`src/rtl/hdmi_i2c_init_seq_pkg.sv`:
```
// Shared types and constants for the HDMI transmitter I2C init sequencer.
package hdmi_init_pkg;

   typedef enum logic [3:0] {
      ST_IDLE,
      ST_PWRUP,
      ST_FETCH,
      ST_SEND_REG,
      ST_SEND_VAL,
      ST_WAIT_STOP,
      ST_DELAY,
      ST_NEXT,
      ST_DONE,
      ST_ERROR
   } state_t;

   // A table entry is {register, value}; register DELAY_CMD means "wait value ms".
   localparam int unsigned    ENTRY_W   = 16;
   localparam logic [7:0]     DELAY_CMD = 8'hFF;
   // Returned past the end of the table: a zero-length delay, harmless if reached.
   localparam logic [ENTRY_W-1:0] ENTRY_PAD = 16'hFF00;

endpackage

```
`src/rtl/hdmi_i2c_init_seq_if.sv`:
```
// Byte-level handshake between the init sequencer and the HDMI I2C PHY wrapper.
interface hdmi_i2c_init_seq_if;

   logic       m_en;   // transaction request, held for the whole write
   logic       m_wr;   // write direction, always 1 here
   logic       last;   // final byte of the transaction is presented
   logic [6:0] addr;   // 7-bit device address
   logic [7:0] data;   // current byte
   logic       ack;    // PHY accepted and ACKed the current byte (1-cycle pulse)
   logic       stop;   // PHY finished the STOP condition (1-cycle pulse)

   modport master (output m_en, m_wr, last, addr, data, input ack, stop);
   modport slave  (input m_en, m_wr, last, addr, data, output ack, stop);

endinterface

```
`src/rtl/hdmi_i2c_init_seq_rom.sv`:
```
// Constant ADV7511 power-up register table, one {register, value} pair per index.
module hdmi_init_rom
   import hdmi_init_pkg::*;
#(
   parameter int unsigned NUM_ENTRIES = 32
) (
   input  logic [7:0]         index,
   output logic [ENTRY_W-1:0] entry
);

   // Combinational table lookup; indices past NUM_ENTRIES read as a null delay.
   always_comb begin
      entry = ENTRY_PAD;
      if (32'(index) < NUM_ENTRIES) begin
         case (index)
            8'd0:    entry = 16'h4110;  // power up the transmitter
            8'd1:    entry = 16'h9803;  // fixed register
            8'd2:    entry = 16'hFF02;  // let the supplies settle, 2 ms
            8'd3:    entry = 16'h9AE0;
            8'd4:    entry = 16'h9C30;
            8'd5:    entry = 16'h9D61;
            8'd6:    entry = 16'hA2A4;
            8'd7:    entry = 16'hA3A4;
            8'd8:    entry = 16'hE0D0;
            8'd9:    entry = 16'hF900;
            8'd10:   entry = 16'h1500;  // 24-bit RGB 4:4:4 input
            8'd11:   entry = 16'h1630;
            8'd12:   entry = 16'h1702;
            8'd13:   entry = 16'h1846;  // CSC off
            8'd14:   entry = 16'hAF06;  // HDMI mode
            8'd15:   entry = 16'h4080;
            8'd16:   entry = 16'h4808;
            8'd17:   entry = 16'h49A8;
            8'd18:   entry = 16'h4C00;
            8'd19:   entry = 16'h5500;
            8'd20:   entry = 16'h5608;
            8'd21:   entry = 16'h9620;
            8'd22:   entry = 16'hD03C;
            8'd23:   entry = 16'hBA60;
            8'd24:   entry = 16'hD6C0;
            8'd25:   entry = 16'h0A01;
            8'd26:   entry = 16'h0B0E;
            8'd27:   entry = 16'h0C00;
            8'd28:   entry = 16'hD500;
            8'd29:   entry = 16'hE460;
            8'd30:   entry = 16'hFA7D;
            8'd31:   entry = 16'hFF00;
            default: entry = ENTRY_PAD;
         endcase
      end
   end

endmodule

```
`src/rtl/hdmi_i2c_init_seq.sv`:
```
// Walks the init table and turns each {register, value} entry into one
// S-ADDR-W-K, REG-K, VAL-K, P write through the PHY; 8'hFF entries are ms delays.
module hdmi_i2c_init_seq
   import hdmi_init_pkg::*;
#(
   parameter logic [6:0]  DEVICE_ADDRESS = 7'h39,
   parameter int unsigned SYSCLK_FREQ    = 100,
   parameter int unsigned NUM_ENTRIES    = 32,
   parameter int unsigned PWRUP_DELAY_MS = 200,
   parameter int unsigned TIMEOUT_US     = 1000,
   parameter bit          AUTO_START     = 1'b1
) (
   input  logic                i_sysclk,
   input  logic                i_arstn,
   input  logic                i_start,
   output logic                o_busy,
   output logic                o_done,
   output logic                o_error,
   output logic [7:0]          o_err_index,
   hdmi_i2c_init_seq_if.master phy
);

   localparam int unsigned MS_MAX      = SYSCLK_FREQ * 1000 - 1;
   localparam int unsigned TO_LIMIT    = TIMEOUT_US * SYSCLK_FREQ;
   localparam logic [7:0]  LAST_INDEX  = 8'(NUM_ENTRIES - 1);
   localparam logic [15:0] PWRUP_LAST  = 16'(PWRUP_DELAY_MS - 1);
   localparam state_t      RESET_STATE = AUTO_START ? ST_PWRUP : ST_IDLE;

   state_t              state_q, state_d;
   logic [7:0]          index_q, index_d;
   logic [15:0]         dly_cnt_q, dly_cnt_d;
   logic [7:0]          dly_target_q, dly_target_d;
   logic [31:0]         to_cnt_q, to_cnt_d;
   logic [31:0]         ms_cnt_q;
   logic                ms_run, ms_tick;
   logic                start_q, start_rise;
   logic                busy_q, busy_d, done_q, done_d, error_q, error_d;
   logic [7:0]          err_index_q, err_index_d;
   logic                m_en_q, m_en_d, last_q, last_d;
   logic [7:0]          data_q, data_d;
   logic [ENTRY_W-1:0]  entry;
   logic [7:0]          ent_reg, ent_val;

   hdmi_init_rom #(.NUM_ENTRIES(NUM_ENTRIES)) u_rom (
      .index (index_q),
      .entry (entry)
   );

   assign ent_reg    = entry[15:8];
   assign ent_val    = entry[7:0];
   assign start_rise = i_start & ~start_q;
   assign ms_run     = (state_q == ST_PWRUP) || (state_q == ST_DELAY);
   assign ms_tick    = ms_run && (ms_cnt_q == MS_MAX);

   // Millisecond prescaler, held at zero outside the waiting states.
   always_ff @(posedge i_sysclk or negedge i_arstn) begin
      if (!i_arstn)
         ms_cnt_q <= '0;
      else if (!ms_run || ms_tick)
         ms_cnt_q <= '0;
      else
         ms_cnt_q <= ms_cnt_q + 32'd1;
   end

   // Next state, counters and registered outputs; outputs decode state_d so
   // they change on the same edge as the state they belong to.
   always_comb begin
      state_d      = state_q;
      index_d      = index_q;
      dly_cnt_d    = dly_cnt_q;
      dly_target_d = dly_target_q;
      to_cnt_d     = '0;
      done_d       = done_q;
      error_d      = error_q;
      err_index_d  = err_index_q;

      case (state_q)
         ST_IDLE: begin
            if (start_rise) begin
               done_d  = 1'b0;
               error_d = 1'b0;
               index_d = '0;
               state_d = ST_FETCH;
            end
         end
         ST_PWRUP: begin
            if (PWRUP_DELAY_MS == 0) begin
               state_d = ST_FETCH;
            end else if (ms_tick) begin
               if (dly_cnt_q == PWRUP_LAST) begin
                  dly_cnt_d = '0;
                  state_d   = ST_FETCH;
               end else begin
                  dly_cnt_d = dly_cnt_q + 16'd1;
               end
            end
         end
         ST_FETCH: begin
            dly_cnt_d = '0;
            if (ent_reg == DELAY_CMD) begin
               dly_target_d = ent_val;
               state_d      = (ent_val == 8'd0) ? ST_NEXT : ST_DELAY;
            end else begin
               state_d = ST_SEND_REG;
            end
         end
         ST_SEND_REG: begin
            if (phy.ack)
               state_d = ST_SEND_VAL;
            else if (to_cnt_q == TO_LIMIT - 1)
               state_d = ST_ERROR;
            else
               to_cnt_d = to_cnt_q + 32'd1;
         end
         ST_SEND_VAL: begin
            // ACK of the last byte and STOP completion may coincide.
            if (phy.ack && phy.stop)
               state_d = ST_NEXT;
            else if (phy.ack)
               state_d = ST_WAIT_STOP;
            else if (to_cnt_q == TO_LIMIT - 1)
               state_d = ST_ERROR;
            else
               to_cnt_d = to_cnt_q + 32'd1;
         end
         ST_WAIT_STOP: begin
            if (phy.stop)
               state_d = ST_NEXT;
            else if (phy.ack)
               to_cnt_d = '0;
            else if (to_cnt_q == TO_LIMIT - 1)
               state_d = ST_ERROR;
            else
               to_cnt_d = to_cnt_q + 32'd1;
         end
         ST_DELAY: begin
            if (ms_tick) begin
               if (dly_cnt_q == 16'(dly_target_q) - 16'd1) begin
                  dly_cnt_d = '0;
                  state_d   = ST_NEXT;
               end else begin
                  dly_cnt_d = dly_cnt_q + 16'd1;
               end
            end
         end
         ST_NEXT: begin
            if (index_q == LAST_INDEX) begin
               state_d = ST_DONE;
            end else begin
               index_d = index_q + 8'd1;
               state_d = ST_FETCH;
            end
         end
         ST_DONE:  state_d = ST_IDLE;
         ST_ERROR: state_d = ST_IDLE;
         default:  state_d = ST_IDLE;
      endcase

      if (state_d == ST_DONE)
         done_d = 1'b1;
      if (state_d == ST_ERROR && state_q != ST_ERROR) begin
         error_d     = 1'b1;
         err_index_d = index_q;
      end

      busy_d = !(state_d inside {ST_IDLE, ST_DONE, ST_ERROR});
      m_en_d = state_d inside {ST_SEND_REG, ST_SEND_VAL, ST_WAIT_STOP};
      last_d = state_d inside {ST_SEND_VAL, ST_WAIT_STOP};
      case (state_d)
         ST_SEND_REG:               data_d = ent_reg;
         ST_SEND_VAL, ST_WAIT_STOP: data_d = ent_val;
         default:                   data_d = '0;
      endcase
   end

   // State and output registers; reset drops the PHY request immediately.
   always_ff @(posedge i_sysclk or negedge i_arstn) begin
      if (!i_arstn) begin
         state_q      <= RESET_STATE;
         index_q      <= '0;
         dly_cnt_q    <= '0;
         dly_target_q <= '0;
         to_cnt_q     <= '0;
         start_q      <= 1'b0;
         busy_q       <= 1'b0;
         done_q       <= 1'b0;
         error_q      <= 1'b0;
         err_index_q  <= '0;
         m_en_q       <= 1'b0;
         last_q       <= 1'b0;
         data_q       <= '0;
      end else begin
         state_q      <= state_d;
         index_q      <= index_d;
         dly_cnt_q    <= dly_cnt_d;
         dly_target_q <= dly_target_d;
         to_cnt_q     <= to_cnt_d;
         start_q      <= i_start;
         busy_q       <= busy_d;
         done_q       <= done_d;
         error_q      <= error_d;
         err_index_q  <= err_index_d;
         m_en_q       <= m_en_d;
         last_q       <= last_d;
         data_q       <= data_d;
      end
   end

   assign o_busy      = busy_q;
   assign o_done      = done_q;
   assign o_error     = error_q;
   assign o_err_index = err_index_q;
   assign phy.m_en    = m_en_q;
   assign phy.m_wr    = 1'b1;
   assign phy.last    = last_q;
   assign phy.addr    = DEVICE_ADDRESS;
   assign phy.data    = data_q;

endmodule

```
`src/flat_wrapper.sv`:
```
// flat-port wrapper written by rule: the top's interface ports become plain ports
module hdmi_i2c_init_seq_flat import hdmi_init_pkg::*;
#(
   parameter logic [6:0]  DEVICE_ADDRESS = 7'h39,
   parameter int unsigned SYSCLK_FREQ    = 100,
   parameter int unsigned NUM_ENTRIES    = 32,
   parameter int unsigned PWRUP_DELAY_MS = 200,
   parameter int unsigned TIMEOUT_US     = 1000,
   parameter bit          AUTO_START     = 1'b1
)
  (i_sysclk, i_arstn, i_start, o_busy, o_done, o_error, o_err_index, phy_m_en, phy_m_wr, phy_last, phy_addr, phy_data, phy_ack, phy_stop);
  hdmi_i2c_init_seq_if phy_i ();
  input  logic i_sysclk;
  input  logic i_arstn;
  input  logic i_start;
  output logic o_busy;
  output logic o_done;
  output logic o_error;
  output logic [7:0] o_err_index;
  output wire logic [$bits(phy_i.m_en)-1:0] phy_m_en;
  output wire logic [$bits(phy_i.m_wr)-1:0] phy_m_wr;
  output wire logic [$bits(phy_i.last)-1:0] phy_last;
  output wire logic [$bits(phy_i.addr)-1:0] phy_addr;
  output wire logic [$bits(phy_i.data)-1:0] phy_data;
  input wire logic [$bits(phy_i.ack)-1:0] phy_ack;
  input wire logic [$bits(phy_i.stop)-1:0] phy_stop;
  assign phy_m_en = phy_i.m_en;
  assign phy_m_wr = phy_i.m_wr;
  assign phy_last = phy_i.last;
  assign phy_addr = phy_i.addr;
  assign phy_data = phy_i.data;
  assign phy_i.ack = phy_ack;
  assign phy_i.stop = phy_stop;
  hdmi_i2c_init_seq #(.DEVICE_ADDRESS(DEVICE_ADDRESS), .SYSCLK_FREQ(SYSCLK_FREQ), .NUM_ENTRIES(NUM_ENTRIES), .PWRUP_DELAY_MS(PWRUP_DELAY_MS), .TIMEOUT_US(TIMEOUT_US), .AUTO_START(AUTO_START)) u_core (.i_sysclk(i_sysclk), .i_arstn(i_arstn), .i_start(i_start), .o_busy(o_busy), .o_done(o_done), .o_error(o_error), .o_err_index(o_err_index), .phy(phy_i));
endmodule
```
`config.mk`:
```
export PLATFORM = sky130hd
export DESIGN_NAME = hdmi_i2c_init_seq_flat
export DESIGN_NICKNAME = d
export VERILOG_FILES = /design/src/rtl/hdmi_i2c_init_seq_pkg.sv /design/src/rtl/hdmi_i2c_init_seq_if.sv /design/src/rtl/hdmi_i2c_init_seq_rom.sv /design/src/rtl/hdmi_i2c_init_seq.sv /design/src/flat_wrapper.sv
export SDC_FILE = /design/constraint.sdc
export NUM_CORES = 1
export LEC_CHECK = 0
export CORE_MARGIN = 3
export CORE_UTILIZATION = 35
export DETAILED_ROUTE_END_ITERATION = 16
export GPL_TIMING_DRIVEN = 0
export RECOVER_POWER = 25
export SKIP_LAST_GASP = 1
export SLEW_MARGIN = 30
export SYNTH_ARGS = -nofsm -noshare
export SYNTH_HDL_FRONTEND = slang
export SYNTH_SLANG_ARGS = --single-unit
```
`constraint.sdc`:
```
create_clock -name i_sysclk -period 5.7 [get_ports i_sysclk]
set_clock_uncertainty 0.1 [all_clocks]
set_input_delay 1.71 -clock i_sysclk [delete_from_list [all_inputs] [get_ports i_sysclk]]
set_output_delay 1.71 -clock i_sysclk [all_outputs]
set_load 0.01 [all_outputs]
```
==> flow_summary_export.csv, run 1 <==
group,metric,value,unit
cells_and_area,synthToLayoutAreaGrowth,16.7,%
floorplanning,io_pins,34,
setup_path,endpoint_kind,"register",
route,wl_met2,7430,µm
cells_and_area,drive_above_1_share,9.64,%
route,vias,5849,
route,wl_per_cell,15.0,µm
clock_tree,path_clk_slew,0.06,ns
timing,rsz0062_at_grt,"no",
clock_tree,hold_buffers,0,
grt,grt_antenna_before_repair,0,
timing,setup_slack,1.92,ns
synth,synth_cell_types,81,
timing,report.final.slew_viol_count,0,
setup_path,startpoint_type,"input port",
route,wl,17100,µm
placement,dp_slack,1.44,ns
setup_path,critPathMaxStageDelay,0.59,ns
placement,place_area,0.00791,mm²
clock_tree,cts.sinks,122,
grt,grt_start_max_net_pins,63,
synth,yosys_warnings,0,
grt,gr-total-overflow,0,
synth,yosys_most_used_dff,"dfrtp_1",
cells_and_area,antenna_cells,0,
placement,io_buffers,25,
route,antenna_left,0,
cells_and_area,fin_area,0.00849,mm²
route,routed-wl-met3,651,µm
floorplanning,core_area,0.0203,mm²
timing,hold_viol,0,
setup_path,cpMaxStageDelayCell,"a211oi_1",
synth,synthArstFlopShare,100,%
clock_tree,cts_setup_buffers,0,
synth,avgSynthCellArea,9.01,µm²
clock_tree,insertion_delay,0.42,ns
synth,synth.cell_area,0.00727,mm²
synth,ys_ff_latch,122,
timing,max_freq,0.264,GHz
power,powerDensity,439,mW/mm²
route,post-route-drc-count,0,
clock_tree,cts_resized,0,
clock_tree,cts_tree,"done",
placement,gp_congestion,0.918,
cells_and_area,nNetsFinal,876,
route,met1_length,8720,µm
setup_path,critPathTopFamily,"compound AO/OA/AOI/OAI gates",
floorplanning,start_util,35.8,%
setup_path,critPathKind,"input port to register",
grt,grtUsageTotal,16.0,%
synth,seq_area_frac_synth,42.0,%
clock_tree,cts_max_level,4,
grt,grt_pass1_wl,29100,µm
power,ir_worst_vdd,0.000259,V
setup_path,cp.buffers_inverters,2,
clock_tree,cts_root_buf,"clkbuf_16",
outcome,status,"completed",
placement,dp_hpwl,12300,µm
setup_path,required,5.86,ns
power,p_leak,0.00352,µW
synth,synth_edf_count,0,
timing,min_period_over_period,66.4,%
cells_and_area,finalCoreUtilization,41.8,%
setup_path,worstPathMaxFanout,10,
cells_and_area,final_cells,1141,
route,firstDrtPassIters,5,
timing,setup_viol,0,
setup_path,crit_chain,"clkdlybuf4s50_1, a21o_1, a211oi_1, nand2_1, nand2b_1, or3b_1, buf_6, o22ai_1",
hold_path,hold_path.class,"register to register",
route,via_per_inst,5.13,
run,maxCapViolCount,0,
timing,tightest_slew,0.864,ns
setup_path,arrival,3.94,ns
timing,fin_crit,3.78,ns
floorplanning,die-height,150,µm
floorplanning,die_width,150,µm
placement,post-place-cells,1109,
route,routed.top_layer,"met4",
clock_tree,numCtsBuffers,17,
synth,synthCells,807,
floorplanning,dieArea,0.0225,mm²
floorplanning,std_cell_rows,52,
route,drt_iter0_markers,565,
clock_tree,cts_buffer_depth,2,
grt,grt_pass1_vias,5630,
timing,max_slew_margin,42.0,%
## registers in the layout, indices dropped and copies added (netlist names)
name,count
u_core.start_q,1
u_core.phy.m_en,1
u_core.o_done,1
u_core.index_q,8
u_core.dly_target_q,8
u_core.phy.data,8
u_core.ms_cnt_q,32
u_core.dly_cnt_q,16
u_core.state_q,4
u_core.o_err_index,8
u_core.o_busy,1
u_core.o_error,1
u_core.to_cnt_q,32
u_core.phy.last,1
## worst paths after layout
check | from | end | slack [ns] | depth (start not counted)
min reg2reg | u_core.to_cnt_q[0]$_DFF_PN0_ | u_core.to_cnt_q[0]$_DFF_PN0_ | 0.39 | 1
max reg2reg | u_core.index_q[0]$_DFFE_PN0P_ | u_core.phy.data[6]$_DFF_PN0_ | 2.24 | 12
min | u_core.to_cnt_q[0]$_DFF_PN0_ | u_core.to_cnt_q[0]$_DFF_PN0_ | 0.39 | 1
max in group asynchronous | i_arstn | u_core.state_q[0]$_DFF_PN1_ | 3.65 | 2
max | phy_stop | u_core.phy.data[6]$_DFF_PN0_ | 1.92 | 8
min in group asynchronous | i_arstn | u_core.to_cnt_q[22]$_DFF_PN0_ | 1.13 | 1
## through the flow
step	hold WS (ns)	power, µW	setup TNS [ns]
after floorplan	0.355	2250	0
final	0.386	3730	0
after detailed placement	0.373	2700	0
after global placement	0.364	2690	-271.75
after global routing	0.395	3990	0
after CTS	0.388	3750	0
## power by group
group | switching, µW | leakage, µW | internal [µW] | total [µW]
Sequential | 105 | 0.00167 | 964 | 1070
Clock | 405 | 0.000265 | 625 | 1030
Combinational | 1000 | 0.00159 | 626 | 1630
Total | 1510 | 0.00352 | 2220 | 3730
## cell families after synthesis
| family | count (synthesis) | share of synthesized area, % |
|---|---|---|
| AND/OR/NAND/NOR | 375 | 26.2 |
| AO/OA/AOI/OAI | 139 | 14.1 |
| flip-flops | 122 | 42.0 |
| XOR/XNOR | 71 | 8.55 |
| buffers and inverters | 70 | 4.65 |
| multiplexers | 15 | 2.20 |
| adder cells (fa/ha/maj) | 13 | 2.24 |
| other | 2 | 0.103 |
## layer usage
layer / GRT usage (%) / vias up
li1: - / 2950
met3: 2.86 / 23
met5: 0 / -
met1: 23.9 / 2765
met4: 5.26 / 0
met2: 23.3 / 111
## layout by cell type (no fill, tap or decap), drive strengths merged, types with 7 or more instances in the layout
cell type and n:
dfrtp 121, nor2 117, nand2 64, clkbuf 46, nand3 38, xor2 38
o21ai 37, xnor2 33, inv 26, nor3 25, clkdlybuf4s50 23, a21oi 22
buf 22, nand4 20, and3 17, nor2b 15, ha 13, or3 11
and2 11, o22ai 11, nand2b 10, nor4 10, mux2 8, conb 8
and4 7, mux2i 7, o31ai 7
## area by class of cell
type	count	area, µm²
Fill cell	2063	11800
Buffer	46	248
Inverter	24	90.1
Sequential cell	122	3050
Clock buffer	20	457
Tap cell	270	338
Timing Repair Buffer	26	283
Multi-Input combinational cell	621	3900
Clock inverter	12	116
## cells in the mapped netlist (all sizes together) (22+ instances only)
master  number  area share [%]
a21oi       22             1.6
clkbuf      26             1.3
dfrtp      121              42
inv         24             1.2
nand2       64             3.3
nand3       38             2.6
nor2       117             6.1
nor3        25             1.7
o21ai       37             2.5
xnor2       33             4.0
xor2        38             4.6
Power figures use the tool's default switching activity.
==> inputs of run 2 (changes only) <==
==> constraint.sdc (replaced) <==
create_clock -name i_sysclk -period 3.5 [get_ports i_sysclk]
set_clock_uncertainty 0.1 [all_clocks]
set_input_delay 1.05 -clock i_sysclk [delete_from_list [all_inputs] [get_ports i_sysclk]]
set_output_delay 1.05 -clock i_sysclk [all_outputs]
set_load 0.01 [all_outputs]
==> run 2 against run 1 <==
Net effect: the flow now finishes with violations (max-capacitance violations, max-slew violations); first-iteration DRC count down 6.5%; register-to-register slack got worse by 2.1 ns; final cell count unchanged; sequential share of layout area is 0.12 points higher; non-clock buffer count did not move; count of clock-buffer cells in the layout stayed put; sequential power rose by 63%; worst setup slack lost 1.7 ns; critical path type is now register to register; critical endpoint unchanged; largest power group unchanged.
==> flow_summary_export.csv, run 2 (same netlist as run 1, synthesis figures left out) <==
group,metric,value,unit
outcome,status,"finished with violations",
outcome,violations,"max-capacitance violations, max-slew violations",
timing,fin_crit,3.32,ns
power,power.total,6070,µW
run,maxCapViolCount,1,
cells_and_area,layout_commonest_cell,"dfrtp_1",
setup_path,critPathTopFamily,"compound AO/OA/AOI/OAI gates",
placement,place_area,0.00791,mm²
grt,grt_antenna_before_repair,0,
floorplanning,std_cell_rows,52,
grt,grtUsageTotal,16.0,%
clock_tree,numCtsBuffers,17,
setup_path,required,3.70,ns
floorplanning,die-height,150,µm
timing,min_period_over_period,95.0,%
placement,post-place-cells,1109,
route,drt_iter0_markers,528,
timing,hold_viol,0,
route,post-route-drc-count,0,
clock_tree,cts.sinks,122,
cells_and_area,antenna_cells,0,
placement,io_buffers,25,
route,wl,17100,µm
grt,gr-total-overflow,0,
timing,setup_viol,0,
placement,gp_congestion,0.918,
clock_tree,cts_max_level,4,
placement,dp_hpwl,12300,µm
route,wl_met2,7440,µm
clock_tree,cts_tree,"done",
setup_path,arrival,3.52,ns
setup_path,critPathMaxStageDelay,0.42,ns
setup_path,endpoint_kind,"register",
hold_path,min_from,"u_core.to_cnt_q[0]$_DFF_PN0_",
clock_tree,cts_root_buf,"clkbuf_16",
route,firstDrtPassIters,5,
setup_path,r2r_start,"u_core.index_q[0]$_DFFE_PN0P_",
setup_path,startpoint_type,"register",
route,via_per_inst,5.17,
grt,grt_pass1_wl,29100,µm
clock_tree,insertion_delay,0.42,ns
cells_and_area,nNetsFinal,876,
cells_and_area,final_cells,1141,
floorplanning,dieArea,0.0225,mm²
power,p_leak,0.00352,µW
power,ir_worst_vdd,0.000421,V
floorplanning,core_area,0.0203,mm²
cells_and_area,reg.largest.list,"u_core.ms_cnt_q: 32 flops, u_core.to_cnt_q: 32 flops, u_core.dly_cnt_q: 16 flops",
route,antenna_left,0,
clock_tree,hold_buffers,0,
power,powerDensity,718,mW/mm²
timing,max_freq,0.301,GHz
timing,report.final.slew_viol_count,61,
timing,tightest_slew,1.50,ns
route,vias,5904,
cells_and_area,final_cell_mix,"dfrtp_1 (121), nor2_1 (116), nand2_1 (64)",
clock_tree,cts_buffer_depth,2,
floorplanning,die_width,150,µm
route,wl_per_cell,15.0,µm
timing,rsz0062_at_grt,"no",
route,routed.top_layer,"met4",
cells_and_area,fin_area,0.00846,mm²
floorplanning,start_util,35.8,%
grt,grt_start_max_net_pins,63,
setup_path,cpMaxStageDelayCell,"dfrtp_1",
hold_path,hold_path.class,"register to register",
setup_path,worstPathMaxFanout,10,
setup_path,critPathLaunch,"u_core.index_q[0]$_DFFE_PN0P_",
setup_path,cp.buffers_inverters,4,
cells_and_area,synthToLayoutAreaGrowth,16.4,%
floorplanning,io_pins,34,
route,routed-wl-met3,630,µm
cells_and_area,drive_above_1_share,9.87,%
setup_path,crit_chain,"clkbuf_2, inv_1, ha_1, buf_2, o21ai_0, a32o_1, a211o_1, a21oi_1, a21bo_2, or3b_1, buf_6, o22ai_1",
clock_tree,cts_setup_buffers,0,
timing,whs,0.386,ns
timing,max_slew_margin,-0.239,%
route,met1_length,8730,µm
grt,grt_pass1_vias,5630,
clock_tree,path_clk_slew,0.06,ns
setup_path,critPathKind,"register to register",
cells_and_area,num-fill-cells,2067,
==> run 2: through the flow <==
step | setup TNS [ns] | util [%] | setup WS [ns]
6_report | 0 | 41.7 | 0.176
5_1_grt | 0 | 41.7 | 0.00268
4_1_cts | 0 | 41.8 | 0.0601
3_5_place_dp | -0.432 | 39.0 | -0.0966
3_3_place_gp | -459.63 | 38.8 | -3.79
2_1_floorplan | 0 | - | 0.717
==> run 2: layout make-up <==
| type | instances | area, µm² | share of cell area (%) |
|---|---|---|---|
| Clock buffer | 20 | 457 | 5.40 |
| Tap cell | 270 | 338 | 3.99 |
| Inverter | 24 | 90.1 | 1.07 |
| Multi-Input combinational cell | 621 | 3900 | 46.1 |
| Sequential cell | 122 | 3050 | 36.1 |
| Timing Repair Buffer | 26 | 253 | 2.99 |
| Clock inverter | 12 | 116 | 1.38 |
| Buffer | 46 | 250 | 2.96 |
==> run 2: repair_timing <==
action                                 CTS  global route
gates resized for setup                  0             4
endpoints found under the hold margin    0             0
setup endpoints to repair                0             8
==> run 2: power by group <==
part           switching, µW  internal [µW]
Sequential               171           1570
Clock                    661           1020
Combinational           1630           1020
==> run 2: path summary, 6_finish.rpt <==
| path | cells after the start | endpoint | slack (ns) |
|---|---|---|---|
| setup / recovery | 12 | u_core.phy.data[6]$_DFF_PN0_ | 0.18 |
| setup reg to reg | 12 | u_core.phy.data[6]$_DFF_PN0_ | 0.18 |
| max in group asynchronous | 2 | u_core.state_q[1]$_DFF_PN0_ | 0.70 |
| min in group asynchronous | 1 | u_core.to_cnt_q[22]$_DFF_PN0_ | 0.90 |
| hold / removal | 1 | u_core.to_cnt_q[0]$_DFF_PN0_ | 0.39 |
| hold reg to reg | 1 | u_core.to_cnt_q[0]$_DFF_PN0_ | 0.39 |
==> run 2: layer usage <==
| layer | up-vias | track usage, % |
|---|---|---|
| li1 | 2948 | - |
| met1 | 2811 | 23.9 |
| met2 | 122 | 23.3 |
| met3 | 23 | 2.86 |
| met4 | 0 | 5.26 |
| met5 | - | 0 |
==> run 2: worst reg2reg max path, stage by stage, from the launching register on <==
cell and delay [ns]:
dfrtp_1 0.42, clkbuf_2 0.21, inv_1 0.24, ha_1 0.21, buf_2 0.23, o21ai_0 0.11
a32o_1 0.29, a211o_1 0.29, a21oi_1 0.15, a21bo_2 0.17, or3b_1 0.37, buf_6 0.16
o22ai_1 0.26
